### src/rtl/genius_controller.sv
// Genius game sequencing FSM: drives datapath resets/enables/display select from
// the enter key and the datapath status flags. Outputs are registered per state.
module genius_controller #(
   parameter int CHECK_WAIT = 2
) (
   input  logic       CLOCK_50,
   input  logic       reset,
   input  logic       enter,
   input  logic       end_FPGA,
   input  logic       end_User,
   input  logic       end_time,
   input  logic       win,
   input  logic       match,
   output logic       R1,
   output logic       R2,
   output logic       E1,
   output logic       E2,
   output logic       E3,
   output logic       E4,
   output logic       SEL,
   output logic [2:0] state_o
);

   typedef enum logic [2:0] {
      S_INIT   = 3'd0,
      S_SETUP  = 3'd1,
      S_SEQ    = 3'd2,
      S_PLAY   = 3'd3,
      S_CHECK  = 3'd4,
      S_NEXT   = 3'd5,
      S_RESULT = 3'd6
   } state_t;

   localparam logic [3:0] WAIT_LOAD = 4'(CHECK_WAIT - 1);

   state_t     r_state;
   state_t     w_next;
   logic       r_enter_q;
   logic [3:0] r_wait;
   logic       w_enter_rise;
   logic       w_check_done;

   // Output pattern per state, ordered {R1, R2, E1, E2, E3, E4, SEL}.
   function automatic logic [6:0] f_decode(input state_t s);
      logic [6:0] v;
      v = 7'b0000000;
      case (s)
         S_INIT:   v = 7'b1100000;
         S_SETUP:  v = 7'b0010000;
         S_SEQ:    v = 7'b0000100;
         S_PLAY:   v = 7'b0001000;
         S_CHECK:  v = 7'b0000000;
         S_NEXT:   v = 7'b0100010;
         S_RESULT: v = 7'b0000001;
         default:  v = 7'b1100000;
      endcase
      return v;
   endfunction

   assign w_enter_rise = enter & ~r_enter_q;
   assign w_check_done = (r_wait == 4'd0);
   assign state_o      = r_state;

   always_comb begin
      w_next = r_state;
      case (r_state)
         S_INIT:   w_next = S_SETUP;
         S_SETUP:  if (w_enter_rise) w_next = S_SEQ;
         S_SEQ:    if (end_FPGA) w_next = S_PLAY;
         S_PLAY: begin
            if (end_User)      w_next = S_CHECK;
            else if (end_time) w_next = S_RESULT;
         end
         S_CHECK: begin
            if (w_check_done) begin
               if (match && !win) w_next = S_NEXT;
               else               w_next = S_RESULT;
            end
         end
         S_NEXT:   w_next = S_SEQ;
         S_RESULT: if (w_enter_rise) w_next = S_INIT;
         default:  w_next = S_INIT;
      endcase
   end

   // Outputs are loaded from the next state so they line up with r_state.
   always_ff @(posedge CLOCK_50) begin
      if (!reset) begin
         r_state                         <= S_INIT;
         r_enter_q                       <= 1'b0;
         r_wait                          <= 4'd0;
         {R1, R2, E1, E2, E3, E4, SEL}   <= f_decode(S_INIT);
      end else begin
         r_state                         <= w_next;
         r_enter_q                       <= enter;
         {R1, R2, E1, E2, E3, E4, SEL}   <= f_decode(w_next);
         if (w_next == S_CHECK && r_state != S_CHECK)
            r_wait <= WAIT_LOAD;
         else if (r_state == S_CHECK && !w_check_done)
            r_wait <= r_wait - 4'd1;
      end
   end

endmodule

### config.mk
export PLATFORM = sky130hd
export DESIGN_NAME = genius_controller
export DESIGN_NICKNAME = d
export VERILOG_FILES = /design/src/rtl/genius_controller.sv
export SDC_FILE = /design/constraint.sdc
export NUM_CORES = 1
export LEC_CHECK = 0
export ABC_AREA = 1
export CORE_MARGIN = 2
export CORE_UTILIZATION = 50
export DETAILED_ROUTE_END_ITERATION = 16
export PLACE_DENSITY = 0.92
export SKIP_CTS_REPAIR_TIMING = 1
export SLEW_MARGIN = 15
export SYNTH_ARGS = -nofsm -noshare
export SYNTH_HDL_FRONTEND = slang
export SYNTH_SLANG_ARGS = --single-unit
### constraint.sdc
create_clock -name CLOCK_50 -period 2.22 [get_ports CLOCK_50]
set_clock_uncertainty 0.05 [all_clocks]
set_input_delay 0.444 -clock CLOCK_50 [delete_from_list [all_inputs] [get_ports CLOCK_50]]
set_output_delay 0.444 -clock CLOCK_50 [all_outputs]
set_load 0.02 [all_outputs]
==> flow_metrics.env <==
export IMPL_wire_per_inst_um=10.4
export IMPL_port_buffers=17
export IMPL_pre_cts_slack_ns=0.259
export IMPL_relSlewSlack_pct=80.8
export IMPL_cp_start_kind="flip-flop"
export IMPL_die_y_um=41.9
export IMPL_fin_cells=138
export IMPL_drv_slew=0
export IMPL_route_detailed_drc=0
export IMPL_htree_num_levels=1
export IMPL_place_inst=134
export IMPL_hpwl_um=1160
export IMPL_worst_pin_slew_ns=0.287
export IMPL_cts_root_buf="clkbuf_4"
export IMPL_grt_ovfl_total=0
export IMPL_crit_slowest_cell="clkdlybuf4s50_1"
export IMPL_syn_area_um2=718
export IMPL_start_util_pct=54.5
export IMPL_antenna_found_initial=0
export IMPL_drt_iter0_drc=21
export IMPL_muxShareOfSynthArea_pct=0
export IMPL_yosysSeqAreaShare_pct=41.8
export IMPL_clkSinkCount=15
export IMPL_min_period_over_period_pct=85.6
export IMPL_cts_path_max_buffers=2
export IMPL_r2r_start="r_wait[0]"
export IMPL_vias_per_cell=4.84
export IMPL_finalHoldViolCount=0
export IMPL_cts_made_buffers=3
export IMPL_cp_top_family="buffers and inverters"
export IMPL_hold_slack_ns=0.539
export IMPL_grt_max_degree=9
export IMPL_place_congestion=0.890
export IMPL_ios=18
export IMPL_ir_worst_vdd_mv=0.340
export IMPL_dieArea_mm2=0.00176
export IMPL_crit_chain="clkdlybuf4s50_1"
export IMPL_finalSetupTns_ns=0
export IMPL_synth_adder_area_share_pct=1.74
export IMPL_worstHoldPathType="flip-flop to flip-flop"
export IMPL_insertion_delay_ns=0.29
export IMPL_synth_fp_nets=111
export IMPL_clk_pin_slew_worst_paths_ns=0.09
export IMPL_end_kind="output pin"
export IMPL_routed_wl_um=1440
export IMPL_num_nets_final=133
export IMPL_areaGrowthSynthToFinish_pct=30.0
export IMPL_row_count=13
export IMPL_finalCriticalPeriod_ns=1.90
export IMPL_synth_top_family_by_area="simple AND/OR/NAND/NOR gates"
export IMPL_placed_cell_area_um2=907
export IMPL_syn_inst=102
export IMPL_worstSetupPathType="flip-flop to output pin"
export IMPL_r2r_end="r_wait[3]"
export IMPL_max_cap_viol_count=0
export IMPL_startpoint="state_o[2]"
export IMPL_crit_buf_inv=1
export IMPL_post_synth_and_or_nand_nor_area_fraction_pct=37.3
export IMPL_rsz0062_at_grt="false"
export IMPL_layout_drive_gt1_share_pct=13.0
export IMPL_synth_compound_area_share_pct=4.53
export IMPL_critPathMaxFanout=6
export IMPL_crit_required_ns=1.73
export IMPL_track_usage_pct=19.3
export IMPL_n_antenna_cell=0
export IMPL_grt_pass1_vias=610
export IMPL_reg2reg_depth=10
export IMPL_ys_ff_latch=15
export IMPL_worstSetupEndpoint="state_o[2]"
export IMPL_finalInstanceArea_um2=933
export IMPL_outcome="finished, final reports clean"
export IMPL_power_density_mw_per_mm2=622
export IMPL_synth_distinct_cells=20
export IMPL_cts_tree="done"
export IMPL_fin_ws_ns=0.321
export IMPL_ant_nets=0
export IMPL_setup_viol=0
export IMPL_num_vias=668
export IMPL_synth_xor_area_share_pct=3.66
export IMPL_core_area_mm2=0.00132
export IMPL_power_leakage_uw=0.000426
export IMPL_fmax_mhz=526
export IMPL_reg2reg_slack_ns=0.60
export IMPL_critical_path_depth=1
export IMPL_die_w_um=41.9
export IMPL_ys_warn_count=0
export IMPL_worstPathArrival_ns=1.41
export IMPL_drtPass1Iterations=4
export IMPL_grt_pass1_wl_um=2580
export IMPL_slowest_delay_ns=0.65
export IMPL_syn_area_per_cell_um2=7.04
==> per-stage QoR <==
stage | utilization (%) | total power, µW
3_5_place_dp | 68.9 | 428
5_1_grt | 70.8 | 610
6_report | 70.8 | 580
4_1_cts | 70.8 | 584
2_1_floorplan | - | 373
3_3_place_gp | 68.9 | 424
==> routing by layer <==
metal / global-route usage (%) / part of all wire [%] / wire [µm] / vias up
li1: - / - / - / 350
met1: 23.1 / 45 / 646 / 290
met2: 31.3 / 49 / 697 / 24
met3: 3.91 / 4.2 / 60 / 4
met4: 12.3 / 2.2 / 31 / 0
met5: 0 / 0 / 0 / -
==> how the worst min path moves through the flow <==
stage / startpoint / to / slack, ns / depth (start not counted)
5_1_grt: r_wait[1] / r_wait[1] / 0.58 / 4
3_5_place_dp: r_enter_q / E1 / 0.52 / 4
4_1_cts: r_enter_q / E1 / 0.54 / 4
6_report: r_wait[1] / r_wait[1] / 0.54 / 4
3_3_place_gp: r_wait[1] / r_wait[1] / 0.52 / 4
2_1_floorplan: reset / R1 / 0.46 / 1
==> worst register-to-register path, cell delays in order, from the launching register on <==
cell and delay (ns):
dfxtp_1 0.34, inv_1 0.07, ha_1 0.21, nand2_1 0.11, nor2_1 0.06, nand2_1 0.08, nor2_2 0.04, nor2_2 0.23
nand4_2 0.17, nand2_2 0.12, nor2_1 0.05
==> power by group <==
| group | total (µW) | leakage, µW | switching (µW) | internal (µW) |
|---|---|---|---|---|
| logic | 127 | 0.000289 | 71.7 | 55.4 |
| registers | 295 | 0.000123 | 10.2 | 285 |
| clock network | 158 | 0.0000150 | 88.2 | 69.9 |
==> flip-flops by register name, indices dropped and copies added (netlist names) <==
signal / cells
E1: 1
E2: 1
E3: 1
E4: 1
R1: 1
R2: 1
SEL: 1
r_enter_q: 1
r_wait: 4
state_o: 3
==> cells by family after synthesis <==
group	after synthesis
and+or+nand+nor	57
AOI/OAI and AO/OA	5
DFF	15
adders and majority gates	1
xor gates and xnor gates	3
buffers and inverters	21
==> cells in the final DEF, fill, tap and decap left out, types with 2 or more instances in the layout <==
master,count
nand3_1,5
clkdlybuf4s50_1,17
clkbuf_4,3
nand2_2,2
xor2_1,3
nor3_1,3
inv_2,2
o21ai_0,2
nor2_1,17
dfxtp_1,15
inv_1,19
nand2_1,21
nor2_2,4
==> area by class of cell <==
| cell class | count | area, µm² |
|---|---|---|
| inverters | 21 | 78.8 |
| well taps | 15 | 18.8 |
| clock buffers | 4 | 26.3 |
| flip-flops and latches | 15 | 300 |
| repair buffers | 17 | 170 |
| fillers | 108 | 384 |
| multi-input cells | 66 | 339 |
==> Yosys cell counts, drive strengths merged <==
library cell	number	area [µm²]
nand2	23	91.3
nor2	22	100
inv	21	78.8
dfxtp	15	300
nand3	6	35.0
nor3	3	15.0
o21ai	3	18.8
xor2	3	26.3
a21oi	2	13.8
nand4	2	18.8
ha	1	12.5
nor3b	1	7.51
Power figures use the tool's default switching activity.
